**config.mk**
```make
export PLATFORM = sky130hd
export DESIGN_NAME = fp_normalizer
export DESIGN_NICKNAME = d
export VERILOG_FILES = /design/src/rtl/fp_normalizer.sv
export SDC_FILE = /design/constraint.sdc
export NUM_CORES = 1
export LEC_CHECK = 0
export CAP_MARGIN = 20
export CORE_MARGIN = 2
export CORE_UTILIZATION = 47
export DETAILED_ROUTE_END_ITERATION = 12
export PLACE_DENSITY = 0.76
export SLEW_MARGIN = 20
export SYNTH_ARGS = -nofsm -noshare
export SYNTH_HDL_FRONTEND = slang
export SYNTH_SLANG_ARGS = --single-unit
```
**constraint.sdc**
```tcl
create_clock -name clk -period 2.3 [get_ports clk]
set_input_delay 0.46 -clock clk [delete_from_list [all_inputs] [get_ports clk]]
set_output_delay 0.46 -clock clk [all_outputs]
set_load 0.05 [all_outputs]
```
**src/rtl/fp_normalizer.sv**
```systemverilog
// Sequential post-add normalizer for the single-precision FP adder.
// Shifts the raw sum mantissa one bit per cycle until the hidden bit is set, with handshakes on both sides.
module fp_normalizer (
    input  logic        clk,
    input  logic        rst,
    input  logic        in_valid,
    output logic        in_ready,
    input  logic        sign_in,
    input  logic [7:0]  exp_in,
    input  logic [24:0] frac_in,
    output logic        out_valid,
    input  logic        out_ready,
    output logic        sign_out,
    output logic [7:0]  exp_out,
    output logic [22:0] frac_out,
    output logic        ovf,
    output logic        udf,
    output logic        zero
);

    typedef enum logic [1:0] {
        IDLE  = 2'd0,
        SHIFT = 2'd1,
        DONE  = 2'd2
    } state_t;

    state_t      state_q, state_d;
    logic [24:0] mant_q, mant_d;
    logic [8:0]  exp_q, exp_d;
    logic        sign_q, sign_d;
    logic [7:0]  exp_out_q, exp_out_d;
    logic [22:0] frac_out_q, frac_out_d;
    logic        ovf_q, ovf_d;
    logic        udf_q, udf_d;
    logic        zero_q, zero_d;
    logic [8:0]  exp_inc;

    assign exp_inc = exp_q + 9'd1;

    always_comb begin
        state_d    = state_q;
        mant_d     = mant_q;
        exp_d      = exp_q;
        sign_d     = sign_q;
        exp_out_d  = exp_out_q;
        frac_out_d = frac_out_q;
        ovf_d      = ovf_q;
        udf_d      = udf_q;
        zero_d     = zero_q;

        unique case (state_q)
            IDLE: begin
                if (in_valid) begin
                    sign_d = sign_in;
                    mant_d = frac_in;
                    exp_d  = (exp_in == 8'd0) ? 9'd1 : {1'b0, exp_in};
                    ovf_d  = 1'b0;
                    udf_d  = 1'b0;
                    zero_d = 1'b0;
                    if (exp_in == 8'hFF) begin
                        exp_out_d  = 8'hFF;
                        frac_out_d = '0;
                        ovf_d      = 1'b1;
                        state_d    = DONE;
                    end else begin
                        state_d = SHIFT;
                    end
                end
            end

            SHIFT: begin
                if (mant_q == '0) begin
                    exp_out_d  = '0;
                    frac_out_d = '0;
                    zero_d     = 1'b1;
                    state_d    = DONE;
                end else if (mant_q[24]) begin
                    mant_d = {1'b0, mant_q[24:1]};
                    exp_d  = exp_inc;
                    if (exp_inc == 9'd255) begin
                        exp_out_d  = 8'hFF;
                        frac_out_d = '0;
                        ovf_d      = 1'b1;
                        state_d    = DONE;
                    end
                end else if (mant_q[23]) begin
                    exp_out_d  = exp_q[7:0];
                    frac_out_d = mant_q[22:0];
                    state_d    = DONE;
                end else if (exp_q == 9'd1) begin
                    // exponent floor reached: emit as denormal without further shifting
                    exp_out_d  = '0;
                    frac_out_d = mant_q[22:0];
                    udf_d      = 1'b1;
                    state_d    = DONE;
                end else begin
                    mant_d = {mant_q[23:0], 1'b0};
                    exp_d  = exp_q - 9'd1;
                end
            end

            DONE: begin
                if (out_ready) begin
                    state_d = IDLE;
                end
            end

            default: state_d = IDLE;
        endcase
    end

    always_ff @(posedge clk) begin
        if (rst) begin
            state_q    <= IDLE;
            mant_q     <= '0;
            exp_q      <= '0;
            sign_q     <= 1'b0;
            exp_out_q  <= '0;
            frac_out_q <= '0;
            ovf_q      <= 1'b0;
            udf_q      <= 1'b0;
            zero_q     <= 1'b0;
        end else begin
            state_q    <= state_d;
            mant_q     <= mant_d;
            exp_q      <= exp_d;
            sign_q     <= sign_d;
            exp_out_q  <= exp_out_d;
            frac_out_q <= frac_out_d;
            ovf_q      <= ovf_d;
            udf_q      <= udf_d;
            zero_q     <= zero_d;
        end
    end

    assign in_ready  = (state_q == IDLE) && !rst;
    assign out_valid = (state_q == DONE);
    assign sign_out  = sign_q;
    assign exp_out   = exp_out_q;
    assign frac_out  = frac_out_q;
    assign ovf       = ovf_q;
    assign udf       = udf_q;
    assign zero      = zero_q;

endmodule

```
# Yosys cells after proc, flatten, opt, wreduce, memory -nomap -nowiden
# Index checks and enable logic that the tools add are counted.
dict set report classes {
  n_addsub 2
  n_eq_ne 19
  mux 52
  reduce_logical 14
}
# op count
set op_table {}
lappend op_table {{23-bit 2-to-1 mux} 7}
lappend op_table {{24-bit 2-to-1 mux} 3}
lappend op_table {{8-bit 2-to-1 mux} 8}
lappend op_table {{25-bit 2-to-1 mux} 2}
lappend op_table {{25-bit one-hot mux with 2 select lines} 1}
lappend op_table {{23-bit one-hot mux with 2 select lines} 1}
lappend op_table {{9-bit 2-to-1 mux} 5}
lappend op_table {{25-bit logical NOT} 1}
lappend op_table {{2-bit inequality test (second input constant)} 9}
lappend op_table {{9-bit one-hot mux with 2 select lines} 1}
lappend op_table {{2-bit 2-to-1 mux} 8}
lappend op_table {{8-bit one-hot mux with 2 select lines} 1}
lappend op_table {{5-bit AND reduction} 3}
lappend op_table {{1-bit 2-to-1 mux} 11}
lappend op_table {{9-bit by 1-bit adder with 9-bit output (second input constant)} 1}
lappend op_table {{9-bit by 1-bit == test with 1-bit output (second input constant)} 1}
lappend op_table {{9-bit by 8-bit == test with 1-bit output (second input constant)} 1}
lappend op_table {{9-bit by 1-bit subtractor with 9-bit output (second input constant)} 1}
lappend op_table {{8-bit == test (second input constant)} 1}
lappend op_table {{8-bit logical NOT} 1}
lappend op_table {{3-bit inequality test (second input constant)} 2}
lappend op_table {{1-bit one-hot mux with 2 select lines} 3}
lappend op_table {{2-bit one-hot mux with 3 select lines} 1}
lappend op_table {{3-bit AND reduction} 2}
lappend op_table {{12 further kinds} 12}
dict set report word_totals {
  reg_bits 71
}

# Longest topological paths before layout
dict set report logic_depth {
  depth_word 6
  ltp_mapped 10
  mapped_depth_nobuf 7
}

# Worst setup path after synthesis
# Ideal clock, no wire load.
dict set report synth_timing {
  kind {in2out}
  from {input rst}
  to {output in_ready}
  arrival_time_ps 1903
  required_ps 1840
  slack_ps -63
  path_stages 3
  path_cell_list {clkbuf_1 -> buf_1 -> nor3_1}
}
dict set report synth_between {
  elab_chain_cells 2
}
# item line_no
set synth_rtl {}
lappend synth_rtl {{from (decl)} 5} ;# input logic rst,
lappend synth_rtl {{1-bit logical NOT} 136} ;# assign in_ready = (state_q == IDLE) && !rst;
lappend synth_rtl {{1-bit logical AND} 136}
lappend synth_rtl {{to (decl)} 7} ;# output logic in_ready,
# No other way between the ends.

# Worst setup path after layout
dict set report layout_timing {
  from {register exp_q[3]}
  to {register exp_q[8]}
}
dict set report layout_between {
  elab_chain_cells 6
  word_cells_on_any_way 10
  classes_between {add/sub: 2; eq/ne: 2; mux: 5; reduce/logical: 1}
}
# item line_no
set layout_rtl {}
lappend layout_rtl {{from (decl)} 29} ;# logic [8:0] exp_q, exp_d;
lappend layout_rtl {{from (signal assigned)} 126} ;# exp_q <= exp_d;
lappend layout_rtl {{9-bit by 1-bit subtractor with 9-bit output} 98} ;# exp_d = exp_q - 9'd1;
lappend layout_rtl {{9-bit 2-to-1 mux} 90} ;# end else if (exp_q == 9'd1) begin
lappend layout_rtl {{9-bit 2-to-1 mux} 86} ;# end else if (mant_q[23]) begin
lappend layout_rtl {{9-bit 2-to-1 mux} 77} ;# end else if (mant_q[24]) begin
lappend layout_rtl {{9-bit 2-to-1 mux} 72} ;# if (mant_q == '0) begin
lappend layout_rtl {{9-bit one-hot mux with 2 select lines} 51} ;# unique case (state_q)
# Several ways; a longest one is shown, not always the timed one. The select of a mux whose other input is x is not followed.
# A chain may end at the register's enable or synchronous reset.

==> results.md <==
- Outcome: completed
- Reg-to-reg critical path endpoint: exp_q[8]$_SDFFE_PP0P_
- Worst EP arrival: roughly 2.4 ns
- Io pins: 75
- Post-detail-place hpwl: between 9000 and 10,000 µm
- Distinct cells, synth: between 60 and 70
- Via count: 4,511
- Largest net degree at the start of global routing: 51
- Critical path capture point type: register
- Share of cells above drive strength 1: 18.51%
- Die area: about 9300 µm²
- Slew margin rel.: roughly 45%
- Post-route minimum period: 2.173 ns
- H-tree Lvls: 3
- Wire per inst: a little over 20 µm
- Min-Delay Endpoint: ovf$_SDFFE_PP0P_
- Syn nets: between 500 and 600
- Yosys reg bits: slightly above 70
- Number of port buffers: between 70 and 80
- Cts hold-fix bufs: 0
- Most common cell in the netlist: dfxtp_1
- Root buf cell: clkbuf_8
- Seq/Total Area, Yosys: around 36%
- Placed Area: around 5200 µm²
- Crit Path Max Fanout: 7
- Final WL: about 14,000 µm
- Top cells by count, synth: dfxtp_1, a21oi_1, clkbuf_1, a211oi_1, and3_1
- Lkg Pwr: about 2.2 nW
- Clock Sinks: 71
- Post-synth EDFFs: 0
- Synth area leaders: dfxtp_1, a211oi_1, a21oi_1
- FF-to-FF path depth: 5
- Number of global-route vias before repair: 4,444
- Worst reg2reg startpoint: exp_q[3]$_SDFFE_PP0P_
- Clock slew at reported path FFs: roughly 0.08 ns
- CP startpoint kind: register
- Post-synthesis cell count: around 460
- Drt drc: 0
- NumNets Final: about 600
- Slew Viols, Final: 0
- Max-cap violations: 0
- P&R area growth vs syn: 36.52%
- First DRT Iteration DRCs: 322
- Ys async rst share: 0%
- Initial antenna violation count: 0
- Mean area per synthesized cell: 8.610 µm²
- Yosys warning count: 0
- Worst hold path stage count: 2
- Yosys top cell area share: around 36%
- Worst vdd ir: roughly 0.35 mV
- DIE WIDTH: 96.20 µm
- Core area: 8217 µm²
- Antenna Diode Count: 0
- Number of core rows: 33
- WP data required: around 2.6 ns
- Worst setup startpoint: exp_q[3]$_SDFFE_PP0P_
- F_max: ~460 MHz
- Final Hold Viols: 0
- Ratio of final minimum period to clock period: 94.48%
- TritonRoute pass-1 iters: 6
- Clock Latency Late Sink: around 0.35 ns
- Layout Skew: roughly 0.014 ns
- Worst Setup Path Type: reg2reg
- First-pass GRT wire length: approximately 22,000 µm
- Final non-filler cell area: 5454 µm²
- Num CTS Buffers: 9
- Worst hold slack: ~0.45 ns
- Die height: roughly 96 µm
- CTS Buffer Depth: 2
- Fillers: around 680
- Flop2flop setup slack: between 0.1 and 0.15 ns
- RSZ-0062 raised after global routing: no
- Hold path startpoint: ovf$_SDFFE_PP0P_
- Synth Cell Area: between 3000 and 4000 µm²
- GRT Total Usage: between 30 and 40%
- CTS tree: built
- Drt via density: around 6.8
- GR Overflow Total: 0
- Final setup fails: 0
- Leading area contributor after synthesis: dfxtp_1
- Main flop type after synthesis: dfxtp_1
- Initial Util: 48.62%
- Placer congestion estimate: between 0.8 and 0.9
- Worst Tran Pin Value: around 0.83 ns
- Worst min-delay path class: reg2reg
- ANT nets after route: 0
- PD cells: between 800 and 900 nW/µm²
## registers in the layout (all words and copies together) (netlist names), 2 cells and up
| register | flops |
|---|---|
| mant_q | 25 |
| exp_q | 9 |
| exp_out | 8 |
| state_q | 2 |
| frac_out | 23 |
## worst max-delay path, cell delays in order (launching register included)
cell     delay (ns)
dfxtp_1        0.38
or4_4          0.56
or4_1          0.49
o31a_1         0.13
or3_1          0.31
o32ai_1        0.21
## placed cells by master, fill, tap and decap left out, types with 3 or more instances in the layout
| cell type | netlist | final |
|---|---|---|
| o31a_1 | 3 | 3 |
| nor2_1 | 11 | 10 |
| o221ai_1 | 3 | 3 |
| o21ai_0 | 6 | 6 |
| inv_1 | 7 | 7 |
| o21ai_1 | 3 | 3 |
| a211oi_1 | 37 | 37 |
| buf_4 | 0 | 63 |
| nor3_2 | 1 | 3 |
| ha_1 | 4 | 4 |
| nor3_1 | 8 | 6 |
| clkbuf_8 | 0 | 10 |
| nand4_1 | 4 | 4 |
| inv_2 | 3 | 3 |
| clkdlybuf4s50_1 | 0 | 71 |
| a31oi_1 | 9 | 9 |
| o32ai_1 | 3 | 3 |
| o2111ai_1 | 3 | 3 |
| a221oi_1 | 21 | 21 |
| dfxtp_1 | 71 | 71 |
| or3_1 | 3 | 3 |
| a21oi_1 | 50 | 50 |
| a41o_1 | 21 | 21 |
| and3_1 | 23 | 23 |
| nor4_1 | 10 | 8 |
| buf_12 | 0 | 5 |
| o311a_1 | 21 | 21 |
| mux2i_1 | 4 | 4 |
| nand3_1 | 11 | 11 |
| o31ai_1 | 6 | 6 |
| nand2_1 | 21 | 21 |
## per-stage QoR
stage	util, %	setup slack, ns	setup TNS [ns]	power [W]	instances
2_1_floorplan	-	0.08549	0	0.002719	464
3_3_place_gp	63.33	-0.1734	-4.533	0.003451	651
3_5_place_dp	63.33	-0.1751	-4.026	0.003480	651
4_1_cts	66.04	0.04147	0	0.004604	667
5_1_grt	66.38	0.002766	0	0.004874	667
6_report	66.38	0.1269	0	0.004642	667
## cell families after synthesis
group,synth area share [%]
flip-flops,35.58
adder cells (fa/ha/maj),1.253
multiplexers,1.002
buffers and inverters,6.922
AND/OR/NAND/NOR,15.57
XOR/XNOR,0.4385
AO/OA/AOI/OAI,39.24
## repair_timing
item                                    in CTS  in global routing
setup buffers                                0                  0
endpoints found under the setup margin       0                 35
gates resized for setup                      0                  4
endpoints found under the hold margin        0                  0
## cell type report
type                            count  area, µm²  share of cell area, %
Clock buffer                       11      141.4                  2.592
Clock inverter                      5      81.33                  1.491
Inverter                           11      41.29                 0.7571
Multi-Input combinational cell    324       2349                  43.06
Sequential cell                    71       1421                  26.06
Tap cell                          105      131.4                  2.409
Timing Repair Buffer              140       1289                  23.63
## worst max path at each step
stage / to / slack (ns)
final: exp_q[8]$_SDFFE_PP0P_ / 0.13
after global routing: mant_q[12]$_SDFFE_PP0P_ / 0.003
after CTS: frac_out[22]$_SDFFE_PP0P_ / 0.04
after detailed placement: frac_out[16]$_SDFFE_PP0P_ / -0.18
after global placement: frac_out[13]$_SDFFE_PP0P_ / -0.17
after floorplan: frac_out[0]$_SDFFE_PP0P_ / 0.09
## power by group
group / switching [W] / leakage (nW) / internal (W) / total [W]
Combinational: 0.00114 / 1.55 / 0.000784 / 0.00192
Clock: 0.000492 / 0.110 / 0.000641 / 0.00113
Sequential: 0.000188 / 0.582 / 0.00140 / 0.00159
Total: 0.00182 / 2.24 / 0.00283 / 0.00464
## layer usage
metal / GRT usage [%] / vias to the layer above / part of all wire [%] / routed length [µm]
met5: 0 / - / 0 / 0
met3: 6.030 / 35 / 8.4 / 1156
li1: - / 2061 / - / -
met1: 39.19 / 2155 / 41 / 5657
met4: 14.29 / 0 / 2.3 / 320
met2: 49.77 / 260 / 48 / 6641
Power figures use the tool's default switching activity.
==> edit 1, RTL diff (same settings) <==
Reset style: asynchronous (`rst`), changed in one clocked block.
--- a/src/rtl/fp_normalizer.sv
+++ b/src/rtl/fp_normalizer.sv
@@ -111,3 +111,3 @@
 
-    always_ff @(posedge clk) begin
+    always_ff @(posedge clk or posedge rst) begin
         if (rst) begin
Behaviour: differs if rst is asserted again (counterexample within 4 cycles, from zero or initial values and one cycle with rst high); with rst held inactive, the same outputs for 4 cycles.
==> edit 1 against the original RTL <==
- worst setup slack worse by 14 ps
- sequential cell count unchanged
- synthesized area shrank 2.6%
- synthesized cell count fell by 11%
- die area decreased by 2.5%
- maximum frequency decreased by 0.66%
- design area decreased by 6.3%
- non-clock buffer count down 35
- routed wire length fell by 20%
- highest routed layer unchanged
Power is not compared: it rests on default switching activity, and its combinational part moved more than twofold at a synthesized area within 25%.
==> edit 1: results (changes against the original RTL) <==
| Metric | Value |
|---|---|
| Placed cell areas | `4850 um^2 (-6.7%)` |
| Pin count of the biggest net entering global routing | `60 (+18%)` |
| DR pass1 iterations | `5 (-1)` |
| Status | `complete, no violations` |
| HP Class | `input pin to asynchronous set/reset pin` |
| R2R Path End | `mant_q[6]$_DFFE_PP0P_` |
| Worst IR Drop VDD | `842 uV` |
| Clock edge transition at the registers on the reported setup and hold paths | `80 ps (about the same)` |
| Clock latency on the worst-skew pair | `350 ps (about the same)` |
| Routability cong. | `0.898 (+0.46%)` |
| Clock buffers created by TritonCTS | `9 (unchanged)` |
| All-layer global routing usage | `25.3% (-5.5 points)` |
| CP max FO | `26 (+19)` |
| Share of flip-flops with an asynchronous set or reset after synthesis | `100% (+100 points)` |
| Largest register FFs | `25 (unchanged)` |
| Number of cells traversed by the worst register-to-register path | `9 (+4)` |
| Setup slack of the most critical reg-to-reg path | `110 ps` |
| Largest Register | `mant_q` |
| Total wire length after detailed routing | `11000 um (-20%)` |
| Via-to-Cell Ratio | `6.13 (-9.4%)` |
| Main area contributors after synthesis | `dfrtp_1, a221o_1, a22o_1, a21oi_1, and3_1` |
| Total number of nets in the final design | `534 (-11%)` |
| Global-route wire length before repair | `17500 um (-21%)` |
| Sequential cell area fraction in the yosys report | `45.7% (+10 points)` |
| Synth unique cells | `58 (-7.9%)` |
| Signal arrival time at the worst endpoint | `between 2000 and 2500 ps` |
| Source of the worst register-to-register timing path | `exp_q[1]$_DFFE_PP0P_` |
| Number of cells in the design after placement | `585 (-10%)` |
| Initial antenna violation count | `0 (unchanged)` |
| Skew final | `14.4 ps (+0.830 ps)` |
| Commonest cells in the netlist | `dfrtp_1, nor2_1, a21oi_1` |
| Detail-routed net length per standard cell | `18.3 um (-11%)` |
| Buffers added on ports | `74 (unchanged)` |
| Reported net switching power | `0.00394 W` |
| Number of global-route vias before repair | `3422 (-23%)` |
| Final antenna diode count | `0 (unchanged)` |
| Number of H-tree branching levels | `3 (unchanged)` |
| Slew at the pin closest to its max-slew limit | `516 ps (-312 ps)` |
| Share of final-layout standard cells stronger than drive strength 1 | `12.9% (-5.6 points)` |
| Hold slack final | `416 ps (-31.0 ps)` |
| DR iter-0 viols | `358 (+11%)` |
| Fillcell total | `686 (+1.5%)` |
| HPWL after DPL | `7370 um (-20%)` |
| Leakage power total | `about 2.3 nW` |
| Number of nets with antenna violations after detailed routing | `0 (unchanged)` |
| Root buf cell | `clkbuf_8` |
| Synthesized netlist net count | `453 (-10%)` |
| Gate count of the mapped netlist | `411 (-11%)` |
==> edit 1: how the worst max path moves through the flow <==
stage / from / to / slack, ps / cells past startpoint
finish: exp_q[1]$_DFFE_PP0P_ / mant_q[6]$_DFFE_PP0P_ / 110 / 9
global placement: exp_in[5] / frac_out[8]$_DFFE_PP0P_ / -90 / 8
detailed placement: exp_in[5] / frac_out[8]$_DFFE_PP0P_ / -140 / 8
global route: exp_q[1]$_DFFE_PP0P_ / mant_q[18]$_DFFE_PP0P_ / 30 / 9
CTS: exp_q[1]$_DFFE_PP0P_ / mant_q[6]$_DFFE_PP0P_ / 120 / 9
floorplan: rst / exp_out[0]$_DFFE_PP0P_ / 40 / 1
==> edit 1: repair_timing <==
item,in CTS,in global routing
resized for setup,0,1
setup buffers,0,0
endpoints found under the setup margin,0,20
==> edit 1: routing by layer <==
metal  GRT usage (%)  vias up  part of all wire, %
li1                -     1710                    -
met1            37.0     1776                   45
met2            37.6      178                   46
met3            3.99       20                  6.7
met4            9.66        0                  2.0
met5               0        -                    0
==> edit 1: power groups by stage <==
stage | combinational, W | clock [W] | sequential [W]
5_1_grt | 0.00506 | 0.00127 | 0.00250
3_5_place_dp | 0.00459 | 0 | 0.00242
2_1_floorplan | 0.00246 | 0 | 0.00310
6_report | 0.00471 | 0.00121 | 0.00242
3_3_place_gp | 0.00449 | 0 | 0.00241
4_1_cts | 0.00461 | 0.00121 | 0.00241
==> edit 1: area by class of cell <==
cell class	count	area (um^2)	share of cell area [%]
Sequential cell	71	1780	34.8
Tap cell	105	131	2.57
Clock inverter	6	109	2.13
Clock buffer	9	124	2.42
Multi-Input combinational cell	287	1850	36.3
Inverter	18	67.6	1.32
Timing Repair Buffer	105	1050	20.5
==> edit 1: worst max-delay path, stage by stage (launching register included) <==
cell	delay (ps)
dfrtp_1	380
buf_4	180
inv_1	150
ha_1	170
nand4_1	200
nor2b_2	260
o22ai_4	170
buf_12	210
nor2_1	70
a221o_1	270
==> edit 1: stage by stage <==
step           util, %  setup TNS [ps]  setup slack, ps
2_1_floorplan        -               0             43.4
3_3_place_gp      59.7           -1400            -88.8
3_5_place_dp      59.7           -3210             -142
4_1_cts           62.5               0              120
5_1_grt           62.9               0             25.6
6_report          62.9               0              113
==> edit 1: kinds of logic (layout without fill, tap and decap cells) <==
kind of cell    after synthesis  after routing  share of synthesized area (%)
compound gates              141            141                           27.0
mux                           1              1                          0.257
buf+inv                      53            138                           6.66
flops                        71             71                           45.7
fa+ha+maj                     4              4                           1.29
xor+xnor                      2              2                          0.450
simple gates                139            139                           18.7
==> edit 2, RTL diff (same settings) <==
Without the edit above. The 3 states of `state_t` get a one-hot encoding in 3 bits.
--- a/src/rtl/fp_normalizer.sv
+++ b/src/rtl/fp_normalizer.sv
@@ -20,6 +20,6 @@
 
-    typedef enum logic [1:0] {
-        IDLE  = 2'd0,
-        SHIFT = 2'd1,
-        DONE  = 2'd2
+    typedef enum logic [2:0] {
+        IDLE  = 3'b001,
+        SHIFT = 3'b010,
+        DONE  = 3'b100
     } state_t;
Function: no difference found for any inputs over 4 cycles, from zero or initial values and one cycle with rst high; so few cycles prove little.
==> edit 2 against the original RTL <==
- routed wire length shrank 21%
- sequential share of layout area grew 3.2 points
- design area shrank 9.5%
- global-route usage shrank 5.1 points
- maximum frequency shrank 1.3%
- non-clock buffer count shrank 28
- count of clock-buffer cells in the layout shrank 1
- critical path depth grew 2
- worst setup slack lost 28 ps
- sequential cell count grew 1
- synthesized area shrank 7.4%
- largest cell class unchanged
- highest routed layer unchanged
Power is not compared: it rests on default switching activity, and its combinational part moved more than twofold at a synthesized area within 25%.
==> edit 2: results (changes against the original RTL) <==
| Metric | Value |
|---|---|
| Proportion of synthesized area in mux cells | `0.271% (-0.73 points)` |
| Status | `complete, no violations` |
| Synth unique cells | `65 (+3.2%)` |
| CP max FO | `8 (+1)` |
| Post-Synth XOR/XNOR Area | `0.947% (+0.51 points)` |
| Met2 routing resource usage after global routing | `44.0% (-5.8 points)` |
| Share of final-layout standard cells stronger than drive strength 1 | `15.0% (-3.5 points)` |
| Signal arrival time at the worst endpoint | `2460 ps (+30 ps)` |
| Met3 layer usage reported by global route | `3.66% (-2.4 points)` |
| Commonest cells in the netlist | `dfxtp_1, nor2_1, nand2_1` |
| Met1 layer usage reported by global route | `32.4% (-6.8 points)` |
| Startpoint of the worst hold path | `frac_out[13]$_SDFFE_PP0P_` |
| DR pass1 iterations | `4 (-2)` |
| Detail-routed net length per standard cell | `17.0 um (-18%)` |
| Fillcell total | `698 (+3.3%)` |
| Period minus WS final | `2200 ps (+28.2 ps)` |
| DR iter-0 viols | `193 (-40%)` |
| Met1 Wirelength | `4690 um (-17%)` |
| Met2 layer wire length in the routed design | `5190 um (-22%)` |
| Post-placement worst setup slack | `-58.9 ps (+116 ps)` |
| Cell type group with the largest total delay on the critical path | `compound AO/OA/AOI/OAI gates` |
| Sequential cell area fraction in the yosys report | `39.0% (+3.4 points)` |
| Main area contributors after synthesis | `dfxtp_1, nor2_1, a221oi_1, a22o_1, nand3_1` |
| Total number of nets in the final design | `570 (-4.8%)` |
| HPWL after DPL | `7790 um (-16%)` |
| Skew final | `12.6 ps (-1.04 ps)` |
| All-layer global routing usage | `25.7% (-5.1 points)` |
| Adder and majority gate portion of the synthesized area | `1.35% (+0.10 points)` |
| Slew HR | `61.4% (+17 points)` |
| Cell with the largest stage delay on the worst path | `a2111oi_2` |
| Area fraction in compound gates after synthesis | `28.8% (-10 points)` |
| Number of global-route vias before repair | `3647 (-18%)` |
| Setup slack of the most critical reg-to-reg path | `100 ps (-30 ps)` |
| Capture point of the critical path | `exp_out[5]$_SDFFE_PP0P_` |
| Slowest stage delay, CP | `600 ps (+40 ps)` |
| Via-to-Cell Ratio | `6.03 (-11%)` |
[edit 2: changes by cell type after synthesis, moves of 21 or more]
| cell | before | now |
|---|---|---|
| a211oi_1 | 37 | 1 |
| a21oi_1 | 50 | 28 |
| a22o_1 | 0 | 22 |
| a41o_1 | 21 | 0 |
| and3_1 | 23 | 1 |
| clkbuf_1 | 47 | 24 |
| nor2_1 | 11 | 63 |
| o21ai_0 | 6 | 27 |
[edit 2: power breakdown]
part | internal, W | switching [W] | total (W)
combinational | 0.000298 | 0.000377 | 0.000675
sequential | 0.00131 | 0.0000763 | 0.00139
clock | 0.000535 | 0.000493 | 0.00103
[edit 2: kinds of logic after synthesis]
kind of cell               Yosys count
DFF                                 72
AOI/OAI and AO/OA                  146
xor gates and xnor gates             4
muxes                                1
adders and majority gates            4
buffers and inverters               43
and+or+nand+nor                    174
[edit 2: through the flow]
step,total power (W),util (%),instances,hold slack (ps),area (um^2)
after floorplan,0.00181,-,444,475,3700
after global placement,0.00206,61.2,618,437,4710
after detailed placement,0.00207,61.4,619,442,4720
after CTS,0.00309,64.0,635,453,4920
after global routing,0.00322,64.2,635,464,4930
final,0.00309,64.2,635,450,4930
[edit 2: final cells by class]
type / instances / area (um^2) / area share, %
inverter: 4 / 15.0 / 0.304
sequential: 72 / 1440 / 29.2
clock buffer: 10 / 138 / 2.79
tap: 102 / 128 / 2.59
multi-input combinational: 329 / 2060 / 41.7
clock inverter: 6 / 65.1 / 1.32
timing repair buffer: 112 / 1090 / 22.0
[edit 2: tightest hold or removal path, cell delays in order (launching register included)]
cell	delay [ps]
dfxtp_1	310
nand2_1	50
o21ai_1	50
[edit 2: timing repair]
action                                  4_1_cts  5_1_grt
resized for setup                             0        3
endpoints found under the setup margin        0       18
setup buffers                                 0        0
hold buffers                                  0        0
hold endpoints to repair                      0        0
